`config.mk`:
```
export PLATFORM = sky130hd
export DESIGN_NAME = alu_share_arbiter
export DESIGN_NICKNAME = d
export VERILOG_FILES = /design/src/rtl/alu_share_arbiter.sv
export SDC_FILE = /design/constraint.sdc
export NUM_CORES = 1
export LEC_CHECK = 0
export ABC_AREA = 1
export CAP_MARGIN = 20
export CORE_UTILIZATION = 35
export CTS_BUF_LIST = sky130_fd_sc_hd__clkbuf_4 sky130_fd_sc_hd__clkbuf_8 sky130_fd_sc_hd__clkbuf_16
export DETAILED_ROUTE_END_ITERATION = 10
export GPL_TIMING_DRIVEN = 0
export PLACE_DENSITY_LB_ADDON = 0.1
export REMOVE_ABC_BUFFERS = 1
export SKIP_CTS_REPAIR_TIMING = 1
export SYNTH_ARGS = -nofsm -noshare
export SYNTH_HDL_FRONTEND = slang
export SYNTH_SLANG_ARGS = --single-unit
```
`constraint.sdc`:
```
create_clock -name clk -period 1.4 [get_ports clk]
set_input_delay 0.14 -clock clk [delete_from_list [all_inputs] [get_ports clk]]
set_output_delay 0.14 -clock clk [all_outputs]
set_load 0.03 [all_outputs]
```
`src/rtl/alu_share_arbiter.sv`:
```
// Two-requester front end for the shared 8-bit ALU: grants one op at a time, result in 2 cycles (3 for a wide multiply).
// Requests are accepted only in IDLE; responses are a single-cycle strobe and cannot be stalled.
module alu_share_arbiter #(
  parameter bit RR_EN = 1'b1
) (
  input  logic        clk,
  input  logic        rst_n,
  input  logic [1:0]  req_valid,
  output logic [1:0]  req_ready,
  input  logic [2:0]  req0_unit,
  input  logic [2:0]  req1_unit,
  input  logic        req0_op,
  input  logic        req1_op,
  input  logic        req0_wide,
  input  logic        req1_wide,
  input  logic [7:0]  req0_a,
  input  logic [7:0]  req1_a,
  input  logic [7:0]  req0_b,
  input  logic [7:0]  req1_b,
  output logic        rsp_valid,
  output logic        rsp_id,
  output logic [15:0] rsp_data,
  output logic        busy,
  output logic [2:0]  alu_unit_sel,
  output logic        alu_op_sel,
  output logic        alu_mul_seg_sel,
  output logic [7:0]  alu_acc,
  output logic [7:0]  alu_src,
  input  logic [7:0]  alu_res
);

  typedef enum logic [1:0] {IDLE, EXEC_LO, EXEC_HI, RESP} state_t;

  state_t      state, state_nxt;
  logic        ptr;
  logic        owner;
  logic        win;
  logic        take;
  logic [1:0]  grant;
  logic [2:0]  unit_q;
  logic        op_q;
  logic        wide_q;
  logic [7:0]  a_q;
  logic [7:0]  b_q;
  logic [7:0]  lo_q;
  logic [7:0]  lo_val;
  logic        wide_mul;

  assign wide_mul = wide_q && (unit_q == 3'b001);
  // Compare only writes bit 0 of the ALU result; the rest is stale.
  assign lo_val   = (unit_q == 3'b101) ? {7'b0, alu_res[0]} : alu_res;

  always_comb begin
    state_nxt = state;
    take      = 1'b0;
    win       = 1'b0;
    grant     = 2'b00;
    case (state)
      IDLE: begin
        if (|req_valid) begin
          take      = 1'b1;
          if (&req_valid) win = RR_EN ? ptr : 1'b0;
          else            win = req_valid[1];
          grant     = win ? 2'b10 : 2'b01;
          state_nxt = EXEC_LO;
        end
      end
      EXEC_LO: state_nxt = wide_mul ? EXEC_HI : RESP;
      EXEC_HI: state_nxt = RESP;
      RESP:    state_nxt = IDLE;
      default: state_nxt = IDLE;
    endcase
  end

  // Keep the accept strobe low while reset is held, even with requests pending.
  assign req_ready       = grant & {2{rst_n}};
  assign rsp_valid       = (state == RESP);
  assign busy            = (state != IDLE);
  assign alu_unit_sel    = (state == IDLE) ? 3'b011 : unit_q;
  assign alu_op_sel      = (state != IDLE) && op_q;
  assign alu_mul_seg_sel = (state == EXEC_HI);
  assign alu_acc         = (state == IDLE) ? 8'h00 : a_q;
  assign alu_src         = (state == IDLE) ? 8'h00 : b_q;

  always_ff @(posedge clk or negedge rst_n) begin
    if (!rst_n) begin
      state    <= IDLE;
      ptr      <= 1'b0;
      owner    <= 1'b0;
      unit_q   <= 3'b011;
      op_q     <= 1'b0;
      wide_q   <= 1'b0;
      a_q      <= 8'h00;
      b_q      <= 8'h00;
      lo_q     <= 8'h00;
      rsp_id   <= 1'b0;
      rsp_data <= 16'h0000;
    end else begin
      state <= state_nxt;
      if (take) begin
        owner  <= win;
        ptr    <= ~win;
        unit_q <= win ? req1_unit : req0_unit;
        op_q   <= win ? req1_op   : req0_op;
        wide_q <= win ? req1_wide : req0_wide;
        a_q    <= win ? req1_a    : req0_a;
        b_q    <= win ? req1_b    : req0_b;
      end
      // The response registers change only on entry to RESP so they hold between responses.
      if (state == EXEC_LO) begin
        lo_q <= lo_val;
        if (!wide_mul) begin
          rsp_data <= {8'h00, lo_val};
          rsp_id   <= owner;
        end
      end
      if (state == EXEC_HI) begin
        rsp_data <= {alu_res, lo_q};
        rsp_id   <= owner;
      end
    end
  end

endmodule
```
==> results.md <==
- Overall routed net length: approximately 7.7 mm
- Critical path data required time: ~1.3 ns
- Compound-gate portion of the synthesized area: under 10%
- Clock tree sinks: 50
- Commonest cells after routing, fill and taps aside: nand2_1, clkdlybuf4s50_1, dfrtp_1
- Number of warnings reported in the yosys synthesis log: 0
- Main combinational cell family by area after synthesis: simple AND/OR/NAND/NOR gates
- Gr usage total: 17.50%
- Full die area: a little under 8000 µm²
- Final worst setup slack: -0.3052 ns
- Violations in the final reports: negative setup slack
- DR iter-0 viols: 130
- CTS Root Cell: clkbuf_8
- Number of iterations in the first detailed-routing pass: 4
- CTS tree: done
- Placeable core region: between 7000 and 8000 µm²
- Clock period minus final worst setup slack: 1.705 ns
- # nets final: roughly 560
- Final HPWL DP: 4.281 mm
- Via count of the first global-routing pass: between 2,000 and 2,500
- Type of the tightest min-delay check: in2reg
- Xor and xnor area share after synthesis: 0%
- Result of the run: finished with violations
- Critical path fanouts, max: 7
- Critical Path Slowest Stage Cell: dfrtp_1
- Mean instance size in the synthesized netlist: 6.780 µm²
- Post-route clock period utilization: 121.8%
- Arrival time at the worst endpoint: roughly 1.6 ns
- FP Rows: 31
- Source-to-sink clock delay at the later pin of the worst-skew pair: between 0.3 and 0.4 ns
- Combined area of all synthesized cells: about 2600 µm²
- Sum of negative setup slack: -9.953 ns
- Buffers added on ports: 95
- Power Dens Cells: ~2500 nW/µm²
- Maximum clock skew at final layout: approximately 0.0076 ns
- Synth-to-Final Area Change: 60.91%
- Most used cell along the critical path: nor2_4
- Post-route worst hold slack: between 0.4 and 0.5 ns
- CTS clock-pin slew for the worst setup and hold paths: ~0.1 ns
- Finished Layout Cells: roughly 610
- WL/cell: ~13 µm
- I/O pin cnt: 96
- Post-synthesis cell type count: 16
- Antenna diode instance count: 0
- First-pass GRT wire length: 10.70 mm
- Number of buffers created by CTS: 5
- FMAX: 586.5 MHz
- Portion of netlist area occupied by mux cells: 0%
- Die Y-Extent: slightly below 90 µm
- Per-cell via count in the routed design: between 4 and 5
- Horizontal die dimension: approximately 90 µm
- Crit start category: flip-flop
- Setup Crit Path Kind: reg2out
- Placed standard-cell area: 3635 µm²
- Simple logic cell fraction of the synthesized area: a little under two fifths
- Max-slew violation count: 0
- Via count of the routed design: about 2,700
- Pre-CTS WS: -2.413 ns
- Residual overflow from global routing: 0
- R2R setup slack: -0.23 ns
- Share of synthesized area occupied by flip-flops and latches: 47.53%
- Unrepaired setup endpoints after global routing: yes
- Layout Cell Area excl Fill: roughly 4200 µm²
- Maximum resistive drop on vdd: just over 0.0009 V
- Most common cell after layout, fill and taps aside: nand2_1
- Endpoint class of the critical path: output port
- Final antenna-violating net count: 0
- Cell count after synthesis: 389
- DRC errors left: 0
- Layout cell share with drive strength beyond 1: ~19%
- Worst stage delay on the critical path: 0.42 ns
- Max-Cap Viols: 0
- Hold Violations, Final: 0
- Leakage power total: 2.513 nW
- Initial antenna violation count: 0
- Starting utilization of the core area: between 30% and 40%
- Count of final setup violators: between 50 and 60
- Maximum number of pins on one net before global-route repair: 36
- Least-Margin Pin Slew: 0.7145 ns
- Last weighted congestion value of the routability-driven placer: around 0.72
- Number of cells in the design after placement: approximately 570
- Arithmetic-cell share of the synthesized area counting full adders, half adders and majority gates: 1.898%
- Worst slew slack as a fraction of its limit: roughly 52%
- CP Cell Sequence: inv_2 > ha_4 > inv_4 > nor2_4 > nand2_8 > nor2_4 > buf_6
- Number of flip-flops and latches in the synthesized netlist: 50
- Clock Path Buffers: 2
- Deepest level of the CTS H-tree: 2
where the power goes:
group | switching (mW) | internal, mW
Sequential | 0.414 | 2.22
Clock | 0.525 | 0.358
Combinational | 4.43 | 2.79
Total | 5.37 | 5.37
sequential cells by signal, indices dropped and copies added, names as in the netlist, 2 cells and up:
register / count
a_q: 8
b_q: 8
lo_q: 8
rsp_data: 16
state: 2
unit_q: 3
per-stage QoR:
step | total power [mW] | util [%]
6_report | 10.74 | 58.51
5_1_grt | 11.57 | 58.51
4_1_cts | 9.377 | 51.39
3_5_place_dp | 8.470 | 50.11
3_3_place_gp | 8.394 | 49.91
2_1_floorplan | 6.244 | -
worst paths after layout:
check | start | to | cells past startpoint
worst min register to register | rsp_data[11]$_DFFE_PN0P_ | rsp_data[11]$_DFFE_PN0P_ | 2
max in group asynchronous | rst_n | rsp_data[9]$_DFFE_PN0P_ | 2
min in group asynchronous | rst_n | rsp_data[1]$_DFFE_PN0P_ | 2
worst max-delay path | state[1]$_DFFE_PN0P_ | req_ready[0] | 7
worst max register to register | state[1]$_DFFE_PN0P_ | b_q[5]$_DFFE_PN0P_ | 8
worst min-delay path | req0_unit[1] | unit_q[1]$_DFFE_PN1P_ | 5
final cells by class:
cell class	instances	area (µm²)
Clock inverter	3	23.77
Sequential cell	50	1255
Timing Repair Buffer	120	1210
Clock buffer	5	68.82
Multi-Input combinational cell	273	1324
Inverter	52	216.5
Timing Repair inverter	3	22.52
Tap cell	99	123.9
Fill cell	740	3009
cell usage after synthesis:
master      n  share of area [%]
dfrtp_1    48                 46
nand2_1   199                 28
nand2_2     1               0.24
o21ai_0     7                1.3
buf_1       1               0.14
dfstp_2     2                2.0
nor2_4      1               0.43
buf_2      11                2.1
a21oi_1     8                1.5
nor2_1     31                4.4
nand3_1    18                3.4
clkbuf_1    3               0.43
ha_1        4                1.9
buf_4       3               0.85
inv_2       3               0.43
inv_1      49                7.0
worst max-delay path, delay by kind of cell, from the launching register on:
kind          cells  cell delay [ns]
fa+ha+maj         1             0.18
buf+inv           3             0.31
flops             1             0.42
simple gates      3             0.35
cell families after synthesis:
logic type | count (synthesis)
AO/OA/AOI/OAI | 15
buffers and inverters | 70
AND/OR/NAND/NOR | 250
adder cells (fa/ha/maj) | 4
flip-flops | 50
routing by layer:
layer | GRT usage [%] | vias up | wire length (µm)
met5 | 0 | - | 0
met4 | 4.839 | 0 | 91
met3 | 5.690 | 11 | 520
met2 | 30.00 | 80 | 3816
met1 | 21.06 | 1185 | 3290
li1 | - | 1380 | -
Note: power is estimated with default switching activity, not from simulation.
